[src/rtl/fpu_shift_pkg.sv]
// Shared types and constants for the FPU mantissa shift sequencer.
package fpu_shift_pkg;

    localparam int unsigned SHIFT_DATA_W   = 64;
    localparam int unsigned SHIFT_STEP_MAX = 7;
    localparam int unsigned SHIFT_AMT_W    = 7;

    typedef enum logic [1:0] {
        IDLE,
        SHIFT,
        DONE
    } shift_state_e;

endpackage

[src/rtl/fpu_shift_sequencer_if.sv]
// Request/result bundle between the FPU microsequencer (master) and the
// shift sequencer (slave).
interface fpu_shift_sequencer_if;
    import fpu_shift_pkg::*;

    logic                    flush;
    logic                    start_valid;
    logic                    start_ready;
    logic [SHIFT_DATA_W-1:0] data_in;
    logic                    shift_left;
    logic [SHIFT_AMT_W-1:0]  shift_amount;
    logic                    result_valid;
    logic                    result_ready;
    logic [SHIFT_DATA_W-1:0] data_out;
    logic                    sticky;
    logic                    busy;

    modport master (
        output flush, start_valid, data_in, shift_left, shift_amount, result_ready,
        input  start_ready, result_valid, data_out, sticky, busy
    );

    modport slave (
        input  flush, start_valid, data_in, shift_left, shift_amount, result_ready,
        output start_ready, result_valid, data_out, sticky, busy
    );

endinterface

[src/rtl/fpu_shift_step.sv]
// Single-cycle 0-7 bit zero-fill shift stage with right-shift sticky.
// Sticky OR logic exists only when FPU_SHIFT_STICKY_EN is defined.
module fpu_shift_step
    import fpu_shift_pkg::*;
(
    input  logic [SHIFT_DATA_W-1:0] data_i,
    input  logic [2:0]              step_i,
    input  logic                    left_i,
    output logic [SHIFT_DATA_W-1:0] data_o,
    output logic                    sticky_o
);

    always_comb begin
        data_o = left_i ? (data_i << step_i) : (data_i >> step_i);
    end

`ifdef FPU_SHIFT_STICKY_EN
    localparam logic [SHIFT_DATA_W-1:0] ALL_ONES = '1;
    logic [SHIFT_DATA_W-1:0] lost_mask;

    assign lost_mask = ~(ALL_ONES << step_i);
    assign sticky_o  = !left_i && (|(data_i & lost_mask));
`else
    assign sticky_o = 1'b0;
`endif

endmodule

[src/rtl/fpu_shift_sequencer.sv]
// Multi-cycle barrel-shift controller: consumes a 0-127 bit distance in
// steps of up to 7 bits. Optional sticky collection via FPU_SHIFT_STICKY_EN.
module fpu_shift_sequencer
    import fpu_shift_pkg::*;
(
    input  logic                  clk,
    input  logic                  reset_n,
    fpu_shift_sequencer_if.slave  bus
);

    shift_state_e            state_q, state_d;
    logic [SHIFT_DATA_W-1:0] data_q, data_d;
    logic [SHIFT_AMT_W-1:0]  rem_q, rem_d;
    logic                    left_q, left_d;
    logic [2:0]              step;
    logic [SHIFT_DATA_W-1:0] step_data;
    logic                    step_sticky;
`ifdef FPU_SHIFT_STICKY_EN
    logic                    sticky_q, sticky_d;
`endif

    always_comb begin
        step = (rem_q > SHIFT_AMT_W'(SHIFT_STEP_MAX)) ? 3'(SHIFT_STEP_MAX) : rem_q[2:0];
    end

    fpu_shift_step u_step (
        .data_i   (data_q),
        .step_i   (step),
        .left_i   (left_q),
        .data_o   (step_data),
        .sticky_o (step_sticky)
    );

    always_comb begin
        state_d = state_q;
        data_d  = data_q;
        rem_d   = rem_q;
        left_d  = left_q;
`ifdef FPU_SHIFT_STICKY_EN
        sticky_d = sticky_q;
`endif
        if (bus.flush) begin
            state_d = IDLE;
            rem_d   = '0;
        end else begin
            case (state_q)
                IDLE: begin
                    if (bus.start_valid) begin
                        left_d = bus.shift_left;
                        rem_d  = '0;
`ifdef FPU_SHIFT_STICKY_EN
                        sticky_d = 1'b0;
`endif
                        if (bus.shift_amount == '0) begin
                            data_d  = bus.data_in;
                            state_d = DONE;
                        end else if (bus.shift_amount[SHIFT_AMT_W-1]) begin
                            // Whole operand shifted out in one go
                            data_d  = '0;
                            state_d = DONE;
`ifdef FPU_SHIFT_STICKY_EN
                            sticky_d = !bus.shift_left && (|bus.data_in);
`endif
                        end else begin
                            data_d  = bus.data_in;
                            rem_d   = bus.shift_amount;
                            state_d = SHIFT;
                        end
                    end
                end
                SHIFT: begin
                    data_d = step_data;
                    rem_d  = rem_q - SHIFT_AMT_W'(step);
`ifdef FPU_SHIFT_STICKY_EN
                    sticky_d = sticky_q | step_sticky;
`endif
                    if (rem_d == '0) begin
                        state_d = DONE;
                    end
                end
                DONE: begin
                    if (bus.result_ready) begin
                        state_d = IDLE;
                    end
                end
                default: state_d = IDLE;
            endcase
        end
    end

    always_ff @(posedge clk or negedge reset_n) begin
        if (!reset_n) begin
            state_q <= IDLE;
            data_q  <= '0;
            rem_q   <= '0;
            left_q  <= 1'b0;
`ifdef FPU_SHIFT_STICKY_EN
            sticky_q <= 1'b0;
`endif
        end else begin
            state_q <= state_d;
            data_q  <= data_d;
            rem_q   <= rem_d;
            left_q  <= left_d;
`ifdef FPU_SHIFT_STICKY_EN
            sticky_q <= sticky_d;
`endif
        end
    end

    assign bus.start_ready  = (state_q == IDLE) && !bus.flush;
    assign bus.result_valid = (state_q == DONE);
    assign bus.busy         = (state_q != IDLE);
    assign bus.data_out     = data_q;
`ifdef FPU_SHIFT_STICKY_EN
    assign bus.sticky       = sticky_q;
`else
    // Step stage drives a constant 0 in this build
    assign bus.sticky       = step_sticky;
`endif

endmodule

[src/flat_wrapper.sv]
// flat-port wrapper written by rule: the top's interface ports become plain ports
module fpu_shift_sequencer_flat import fpu_shift_pkg::*;
  (clk, reset_n, bus_flush, bus_start_valid, bus_data_in, bus_shift_left, bus_shift_amount, bus_result_ready, bus_start_ready, bus_result_valid, bus_data_out, bus_sticky, bus_busy);
  fpu_shift_sequencer_if bus_i ();
  input  logic clk;
  input  logic reset_n;
  input wire logic [$bits(bus_i.flush)-1:0] bus_flush;
  input wire logic [$bits(bus_i.start_valid)-1:0] bus_start_valid;
  input wire logic [$bits(bus_i.data_in)-1:0] bus_data_in;
  input wire logic [$bits(bus_i.shift_left)-1:0] bus_shift_left;
  input wire logic [$bits(bus_i.shift_amount)-1:0] bus_shift_amount;
  input wire logic [$bits(bus_i.result_ready)-1:0] bus_result_ready;
  output wire logic [$bits(bus_i.start_ready)-1:0] bus_start_ready;
  output wire logic [$bits(bus_i.result_valid)-1:0] bus_result_valid;
  output wire logic [$bits(bus_i.data_out)-1:0] bus_data_out;
  output wire logic [$bits(bus_i.sticky)-1:0] bus_sticky;
  output wire logic [$bits(bus_i.busy)-1:0] bus_busy;
  assign bus_i.flush = bus_flush;
  assign bus_i.start_valid = bus_start_valid;
  assign bus_i.data_in = bus_data_in;
  assign bus_i.shift_left = bus_shift_left;
  assign bus_i.shift_amount = bus_shift_amount;
  assign bus_i.result_ready = bus_result_ready;
  assign bus_start_ready = bus_i.start_ready;
  assign bus_result_valid = bus_i.result_valid;
  assign bus_data_out = bus_i.data_out;
  assign bus_sticky = bus_i.sticky;
  assign bus_busy = bus_i.busy;
  fpu_shift_sequencer u_core (.clk(clk), .reset_n(reset_n), .bus(bus_i));
endmodule
[config.mk]
export PLATFORM = sky130hd
export DESIGN_NAME = fpu_shift_sequencer_flat
export DESIGN_NICKNAME = d
export VERILOG_FILES = /design/src/rtl/fpu_shift_pkg.sv /design/src/rtl/fpu_shift_sequencer_if.sv /design/src/rtl/fpu_shift_step.sv /design/src/rtl/fpu_shift_sequencer.sv /design/src/flat_wrapper.sv
export SDC_FILE = /design/constraint.sdc
export NUM_CORES = 1
export LEC_CHECK = 0
export ABC_AREA = 1
export CAP_MARGIN = 20
export CORE_MARGIN = 3
export CORE_UTILIZATION = 45
export CTS_BUF_LIST = sky130_fd_sc_hd__clkbuf_8
export CTS_CLUSTER_SIZE = 20
export DETAILED_ROUTE_END_ITERATION = 8
export PLACE_DENSITY = 0.81
export SYNTH_ARGS = -nofsm -noshare
export SYNTH_HDL_FRONTEND = slang
export SYNTH_SLANG_ARGS = --single-unit
export TNS_END_PERCENT = 1
[constraint.sdc]
create_clock -name clk -period 2.9 [get_ports clk]
set_clock_uncertainty 0.1 [all_clocks]
set_input_delay 0.87 -clock clk [delete_from_list [all_inputs] [get_ports clk]]
set_output_delay 0.87 -clock clk [all_outputs]
set_load 0.01 [all_outputs]
Word level (Yosys, flattened, before mapping)
Cells that the tools add are included.

Bits in registers: 74. Latch bits: 0. RAM bits: 0. ROM bits: 0. Input port bits: 77. Output and inout bits: 68. Word-level logic and storage cells: 45. Memories: 0.

Add/subtract/negate cells: 1. Multipliers: 0. Divide/modulo/power cells: 0. Magnitude comparators: 1. Equality and inequality tests: 6. Shifts and indexed selects: 2. Mux-type cells: 18. Bitwise gates (word level): 1. Reduce and logical (&&, ||, !) cells: 12.

Operators by type and width (number): 64-bit two-way mux (4); 64-bit case mux with 2 select lines (1); 64-bit by 3-bit left shift with 64-bit output (1); 64-bit by 3-bit >> shifter with 64-bit output (1); 7-bit two-way mux (3); 7-bit logical NOT (2); 7-bit case mux with 2 select lines (1); 2-bit two-way mux (6); 3-bit AND reduction (3); 7-bit by 3-bit greater-than comparator with 1-bit output, second input constant (1); 7-bit by 3-bit subtractor with 7-bit output (1); 6-bit two-way mux (1); 3-bit inequality test, second input constant (2); 2-bit case mux with 3 select lines (1); 2-bit nonzero test (2); 3-bit two-way mux (1); 3-bit by 2-bit inequality test with 1-bit output, second input constant (1); 3-bit nonzero test (1); 2-bit by 1-bit == test with 1-bit output, second input constant (1); 2-bit == test, second input constant (1); 2-bit logical NOT (1); 2-bit inequality test, second input constant (1); 2-bit AND reduction (1); 1-bit logical AND (1); 2 further kinds (2).

Logic depth before layout (Yosys ltp)
Gate-level depths: netlist of the first run.

Word-level depth: 7. Gate-level depth with buffers: 13. Mapped depth without buffers: 13.

Modules after synthesis
Synthesis of the first run repeated with hierarchy kept, for this count alone.

Cells, all modules: 1458. Area total of the unflattened synthesis: 8164.1 µm².

Modules (own cells, without submodules): fpu_shift_step (instances 1, cells an instance 993, area each 4416.7 µm², sequential area each 0.0 µm²); fpu_shift_sequencer (instances 1, cells an instance 465, area each 3747.3 µm², sequential area each 1851.8 µm²).

Worst setup path after synthesis of the first run
No wires, ideal clock.

Path type: input to output. Start: input bus_flush. End: output bus_start_ready. Arrival time: 1.224 ns. Data required time: 1.930 ns. Slack: 0.706 ns. Cell stages on the path: 3. Path buffers: 0. Cells stage by stage: inv_1 > nand2_1 > nor2_1.

Word-level cells in the longest chain between the ends: 2.

Ends and longest elaborated chain: start, declared (line flat_wrapper.sv:7) `input wire logic [$bits(bus_i.flush)-1:0] bus_flush;`; 1-bit logical NOT (line fpu_shift_sequencer.sv:111) `assign bus.start_ready = (state_q == IDLE) && !bus.flush;`; 1-bit logical AND (line fpu_shift_sequencer.sv:111); end, declared (line flat_wrapper.sv:13) `output wire logic [$bits(bus_i.start_ready)-1:0] bus_start_ready;`.

No other way between the ends.

Worst setup path after layout of the first run
Same ends and word-level chain as after synthesis.

==> results of run 1 <==
-- state kept, by name, summed over array words and instances, names as in the netlist --
signal,count
u_core.left_q,1
u_core.bus.data_out,64
u_core.state_q,2
u_core.rem_q,7
-- cells in the mapped netlist (2+ instances only) --
master,count,area share
sky130_fd_sc_hd__clkbuf_1,54,0.026
sky130_fd_sc_hd__nor2_4,3,0.0043
sky130_fd_sc_hd__inv_2,7,0.0034
sky130_fd_sc_hd__buf_2,29,0.019
sky130_fd_sc_hd__buf_1,4,0.0019
sky130_fd_sc_hd__nor2_2,3,0.0024
sky130_fd_sc_hd__nand4_1,5,0.0040
sky130_fd_sc_hd__nand2_1,451,0.22
sky130_fd_sc_hd__buf_4,10,0.0096
sky130_fd_sc_hd__nand3_1,528,0.34
sky130_fd_sc_hd__o21ai_0,19,0.012
sky130_fd_sc_hd__nand3b_1,2,0.0019
sky130_fd_sc_hd__xor2_1,2,0.0022
sky130_fd_sc_hd__dfrtp_1,74,0.24
sky130_fd_sc_hd__a31oi_1,3,0.0024
sky130_fd_sc_hd__nor2_1,20,0.0096
sky130_fd_sc_hd__a21oi_1,73,0.047
sky130_fd_sc_hd__o211ai_1,3,0.0029
sky130_fd_sc_hd__buf_6,2,0.0029
sky130_fd_sc_hd__o21ai_1,58,0.037
sky130_fd_sc_hd__inv_1,22,0.011
sky130_fd_sc_hd__o22ai_1,3,0.0024
-- cell type report --
cell class,instances,share of cell area
Sequential cell,74,0.192
Clock inverter,7,0.0122
Tap cell,220,0.0285
Timing Repair Buffer,171,0.184
Inverter,29,0.0113
Multi-Input combinational cell,1179,0.560
Clock buffer,9,0.0128
-- cell families after synthesis --
group                      count (synthesis)  share of synthesized area
AOI/OAI and AO/OA                        160                      0.105
xor gates and xnor gates                   2                    0.00224
adders and majority gates                  1                    0.00160
buffers and inverters                    128                     0.0729
DFF                                       74                      0.237
other                                      1                   0.000480
and+or+nand+nor                         1015                      0.581
-- timing repair --
item	in CTS	in global routing
pin swaps	0	0
setup endpoints to repair	1	1
resized for setup	1	2
-- power by group through the flow --
stage               clock [W]  combinational [W]  sequential (W)
finish                0.00104             0.0112         0.00198
global route          0.00109             0.0124         0.00204
CTS                   0.00104             0.0110         0.00197
detailed placement          0             0.0109         0.00198
global placement            0             0.0108         0.00198
floorplan                   0            0.00789         0.00199
-- critical path, delay by kind of cell --
family        cells  cell delay (ns)
buf+inv           3             0.75
simple gates      2             0.22
-- path summary, 6_finish.rpt --
kind                                    startpoint                       to  slack (ns)  cells past startpoint
hold / removal                             reset_n  u_core.bus.data_out[57]        0.42                      2
min in group clk           u_core.bus.data_out[63]  u_core.bus.data_out[63]        0.44                      2
setup reg to reg                   u_core.rem_q[3]  u_core.bus.data_out[20]        0.33                     10
max in group asynchronous                  reset_n  u_core.bus.data_out[13]        1.95                      2
hold reg to reg            u_core.bus.data_out[63]  u_core.bus.data_out[63]        0.44                      2
setup / recovery                         bus_flush          bus_start_ready        0.08                      5
-- per-layer routing --
metal / part of all wire / wire [um]
met5: 0 / 0
met4: 0.023 / 617
met3: 0.11 / 2860
met2: 0.45 / 12100
met1: 0.42 / 11500
-- cell usage in the layout (no fill, tap or decap), types with 5 or more instances in the layout --
master,count
sky130_fd_sc_hd__nand3_1,527
sky130_fd_sc_hd__nand2_1,450
sky130_fd_sc_hd__clkdlybuf4s50_1,141
sky130_fd_sc_hd__dfrtp_1,74
sky130_fd_sc_hd__a21oi_1,73
sky130_fd_sc_hd__o21ai_1,58
sky130_fd_sc_hd__inv_1,22
sky130_fd_sc_hd__o21ai_0,19
sky130_fd_sc_hd__nor2_1,18
sky130_fd_sc_hd__buf_4,17
sky130_fd_sc_hd__buf_12,11
sky130_fd_sc_hd__clkbuf_8,9
sky130_fd_sc_hd__inv_2,7
sky130_fd_sc_hd__nor2_4,6
sky130_fd_sc_hd__nand4_1,5
-- metrics by stage --
stage / setup TNS, ns / hold slack [ns] / setup slack (ns) / cell area [um2]
after global routing: 0 / 0.460 / 0.00242 / 9670
after CTS: 0 / 0.442 / 0.0268 / 9660
after floorplan: 0 / 0.434 / 0.706 / 7800
after detailed placement: -0.256 / 0.419 / -0.256 / 9420
final: 0 / 0.424 / 0.0826 / 9670
after global placement: -0.253 / 0.407 / -0.253 / 9420
==> run_results.csv, run 1 <==
group,metric,value,unit
outcome,status,"complete, no violations",
clock_tree,hold_buffers,0,
pwr,power.sequential.fraction,0.139,
floorplan,floorplan.die.height,138,um
cells_and_area,area_growth,23.9,%
clock_tree,cts_root_buffer,"sky130_fd_sc_hd__clkbuf_8",
cells_and_area,final_cell_count_no_fill,1689,
worst_setup_path,critPathKind,"input pin to output port",
worst_setup_path,critical_path_required,1.93,ns
placement,dp.final_hpwl,18.7,mm
clock_tree,cts_inserted_buffers,9,
sta,worst-slew-pin-transition,1.16,ns
floorplan,ios,145,
global_routing,globalRouteOverflowTotal,0,
cells_and_area,num-nets-final,1542,
pwr,sum_of_internal_switching_and_leakage_power,0.0143,W
sta,final.period_utilization,0.972,
clock_tree,cts.path.max_buffers,2,
floorplan,core_region_area,0.0168,mm2
floorplan,floorplan.rows,47,
clock_tree,cts_clock_pin_slew_for_the_worst_setup_and_hold_paths,0.09,ns
cells_and_area,seq_area,0.00185,mm2
clock_tree,cts_num_sinks,74,
synthesis,synth.lib_cells_used.distinct,28,
global_routing,number_of_global_route_vias_before_repair,8955,
clock_tree,htreeDepth,3,
detailed_routing,totalWireLength,27.1,mm
global_routing,grtUsageMet2,0.428,
detailed_routing,via_total_after_detailed_routing,10288,
pwr,internal_power,0.00590,W
pwr,combPwrFrac,0.788,
pwr,power.ir.vdd_worst,0.772,mV
synthesis,ys_seq_area_frac,0.237,
sta,min_cycle_time_layout,2.82,ns
placement,placement.io_buffers,143,
clock_tree,cts_setup_buffers,0,
worst_setup_path,crit_chain,"clkdlybuf4s50_1 > inv_1 > nand2_1 > nor2_2 > clkdlybuf4s15_1",
synthesis,net_count_of_the_mapped_netlist,1459,
detailed_routing,wl_per_cell,16.1,um
global_routing,busiest_grt_layer,"met2",
synthesis,synth-warning-count,0,
cells_and_area,multi_input_comb_area,0.00542,mm2
placement,dpl.cell_count,1673,
job,cap_violations,0,
worst_setup_path,critical_path.startpoint_type,"input pin",
sta,timing.final.max_slew_violations,0,
cells_and_area,post-route-util,0.577,
placement,routabilityCongestion,0.965,
clock_tree,clk_latency,0.38,ns
worst_setup_path,crit_slowest_cell,"sky130_fd_sc_hd__clkdlybuf4s50_1",
worst_setup_path,cp_data_arrival_time,1.85,ns
clock_tree,cts_tree,"built",
synthesis,postSynthRegisterBits,74,
worst_hold_path,worst_hold_path_type,"input pin to async pin",
global_routing,grt_max_degree,75,
synthesis,ys_async_rst_share,1.00,
synthesis,top_ff_cell_synth,"sky130_fd_sc_hd__dfrtp_1",
cells_and_area,fillers,1636,
global_routing,grt_first_pass_wirelength,44.0,mm
sta,timing.final.setup_violations,0,
pwr,p_leak,4.39,nW
sta,fmax,355,MHz
synthesis,syn-cell-area,0.00780,mm2
pwr,power.net_switching,0.00835,W
cells_and_area,final_layout_size_suffix_gt1_frac,0.0429,
synthesis,post_synthesis_cell_count,1381,
pwr,p_per_area,1470,mW/mm2
floorplan,initial_core_util,0.466,
sta,max_slew_headroom,0.226,
global_routing,grt.met1_usage,0.408,
worst_setup_path,cp-end-kind,"output port",
global_routing,antenna_found_initial,0,
synthesis,avgSynthCellArea,5.65,um2
floorplan,die-width,138,um
detailed_routing,postRouteAntennaNets,0,
global_routing,grt_usage,0.280,
synthesis,synth_edf_count,0,
detailed_routing,drc_errors,0,
detailed_routing,route.detailed.vias_per_inst,6.09,
sta,rsz0062_at_grt,"false",
worst_setup_path,cpPeakStageDelay,0.42,ns
sta,timing.final.hold_violations,0,
detailed_routing,initialDrtViolationCount,1613,
floorplan,die-area,0.0190,mm2
cells_and_area,antennaDiodeCount,0,
worst_setup_path,crit_path_max_fanout,3,
detailed_routing,initial_drt_pass_iterations,8,
global_routing,gr-usage-met3,0.0435,
pwr,pwr-share-clk,0.073,
pwr,switching_share,0.586,
No activity file was read; power rests on OpenSTA's default activity.
==> run 2, diff against run 1 <==
--- a/config.mk
+++ b/config.mk
@@ -12,6 +12,7 @@
 export CTS_BUF_LIST = sky130_fd_sc_hd__clkbuf_8
 export CTS_CLUSTER_SIZE = 20
 export DETAILED_ROUTE_END_ITERATION = 8
+export GPL_TIMING_DRIVEN = 0
 export PLACE_DENSITY = 0.81
 export SYNTH_ARGS = -nofsm -noshare
 export SYNTH_HDL_FRONTEND = slang
==> run_results.csv, run 2 (synthesized netlist as in run 1, its figures left out) <==
group,metric,value,unit
floorplan,ios,145,
sta,final.period_utilization,0.953,
floorplan,floorplan.rows,47,
worst_setup_path,crit_path_max_fanout,3,
clock_tree,cts_clock_pin_slew_for_the_worst_setup_and_hold_paths,0.09,ns
cells_and_area,largest_reg_flops,64,
clock_tree,cts_setup_buffers,0,
worst_setup_path,cpPeakStageDelay,0.42,ns
sta,timing.final.hold_violations,0,
global_routing,grt_usage,0.380,
global_routing,grt_max_degree,42,
cells_and_area,num-nets-final,1614,
sta,min_cycle_time_layout,2.76,ns
worst_setup_path,critical_path_required,1.93,ns
sta,timing.final.setup_violations,0,
global_routing,antenna_found_initial,0,
worst_setup_path,crit_chain,"clkdlybuf4s50_1 > inv_1 > nand2_1 > nor2_2 > clkbuf_2",
global_routing,number_of_global_route_vias_before_repair,10218,
worst_setup_path,cp.buffers_inverters,3,
detailed_routing,via_total_after_detailed_routing,11117,
cells_and_area,fillers,1863,
worst_setup_path,cp_data_arrival_time,1.79,ns
clock_tree,cts_root_buffer,"sky130_fd_sc_hd__clkbuf_8",
floorplan,core_region_area,0.0168,mm2
detailed_routing,wl_per_cell,20.7,um
cells_and_area,antennaDiodeCount,0,
detailed_routing,initialDrtViolationCount,1590,
sta,fmax,362,MHz
cells_and_area,area_growth,24.6,%
clock_tree,cts.path.max_buffers,2,
detailed_routing,totalWireLength,36.5,mm
worst_setup_path,cp-end-kind,"output port",
worst_hold_path,worst_hold_path_type,"input pin to async pin",
worst_setup_path,critPathKind,"input pin to output port",
sta,setup_tns,0,ns
clock_tree,clk_latency,0.40,ns
cells_and_area,final_layout_size_suffix_gt1_frac,0.0493,
floorplan,floorplan.die.height,138,um
floorplan,die-width,138,um
sta,hold_ws,0.322,ns
placement,dp.final_hpwl,27.4,mm
floorplan,die-area,0.0190,mm2
sta,worst-slew-pin-transition,0.855,ns
worst_setup_path,family_of_cells_with_the_greatest_summed_delay_on_the_critical_path,"buffers and inverters",
clock_tree,cts_num_sinks,74,
detailed_routing,postRouteAntennaNets,0,
cells_and_area,mostFrequentLayoutCell,"sky130_fd_sc_hd__nand3_1",
worst_setup_path,crit_slowest_cell,"sky130_fd_sc_hd__clkdlybuf4s50_1",
global_routing,globalRouteOverflowTotal,0,
detailed_routing,route.detailed.vias_per_inst,6.31,
worst_setup_path,critical_path.startpoint_type,"input pin",
clock_tree,cts_inserted_buffers,9,
clock_tree,hold_buffers,0,
detailed_routing,drc_errors,0,
floorplan,initial_core_util,0.466,
job,cap_violations,0,
clock_tree,htreeDepth,3,
sta,rsz0062_at_grt,"false",
outcome,status,"complete, no violations",
placement,placement.io_buffers,143,
detailed_routing,initial_drt_pass_iterations,8,
placement,routabilityCongestion,1.01,
cells_and_area,final_cell_mix,"528 x sky130_fd_sc_hd__nand3_1, 450 x sky130_fd_sc_hd__nand2_1, 141 x sky130_fd_sc_hd__clkdlybuf4s50_1",
sta,max_slew_headroom,0.430,
sta,timing.final.max_slew_violations,0,
clock_tree,cts_tree,"built",
global_routing,grt_first_pass_wirelength,55.6,mm
==> run 2: final timing paths <==
check / from / end / slack [ns] / cells after the start
max: bus_flush / bus_start_ready / 0.14 / 5
min: reset_n / u_core.bus.data_out[54] / 0.32 / 1
max reg2reg: u_core.state_q[0] / u_core.rem_q[1] / 0.29 / 7
min reg2reg: u_core.bus.data_out[63] / u_core.bus.data_out[63] / 0.42 / 2
max in group asynchronous: reset_n / u_core.bus.data_out[13] / 1.76 / 2
min in group clk: u_core.bus.data_out[63] / u_core.bus.data_out[63] / 0.42 / 2
==> run 2: per-layer routing <==
layer,routed length [um],track usage
met1,14700,0.523
met2,15200,0.558
met3,4860,0.0957
met4,1700,0.171
met5,0,0
==> run 2: cell type report <==
type                            instances  area, um2  share of cell area
Multi-Input combinational cell       1179       5390               0.555
Sequential cell                        74       1850               0.190
Timing Repair Buffer                  144       1440               0.148
Buffer                                 99        462              0.0475
Tap cell                              220        275              0.0283
Clock buffer                           12        165              0.0170
Inverter                               29        109              0.0112
Clock inverter                          4       26.3             0.00270
==> run 2: timing repair <==
| action | 4_1_cts | 5_1_grt |
|---|---|---|
| resized for setup | 3 | 4 |
| gates cloned | 0 | 0 |
| endpoints found under the setup margin | 53 | 61 |
| endpoints found under the hold margin | 0 | 0 |
==> run 2: metrics by stage <==
| stage | worst slack (ns) | area [um2] | util | std cells |
|---|---|---|---|---|
| floorplan | 0.706 | 7800 | - | 1381 |
| finish | 0.135 | 9730 | 0.580 | 1761 |
| detailed placement | -0.652 | 9530 | 0.569 | 1745 |
| global placement | -1.81 | 9510 | 0.568 | 1744 |
| CTS | 0.0105 | 9720 | 0.580 | 1761 |
| global route | 0.0519 | 9730 | 0.580 | 1761 |
==> run 2: worst register-to-register path: cells and delay by family, from the launching register on <==
kind	cells	cell delay (ns)
AO/OA/AOI/OAI	2	0.39
buffers and inverters	4	1.09
flip-flops	1	0.44
AND/OR/NAND/NOR	1	0.44
Power of run 2 is not shown: default switching activity piles up to over one toggle a cycle in this logic, so the estimate is an artifact.
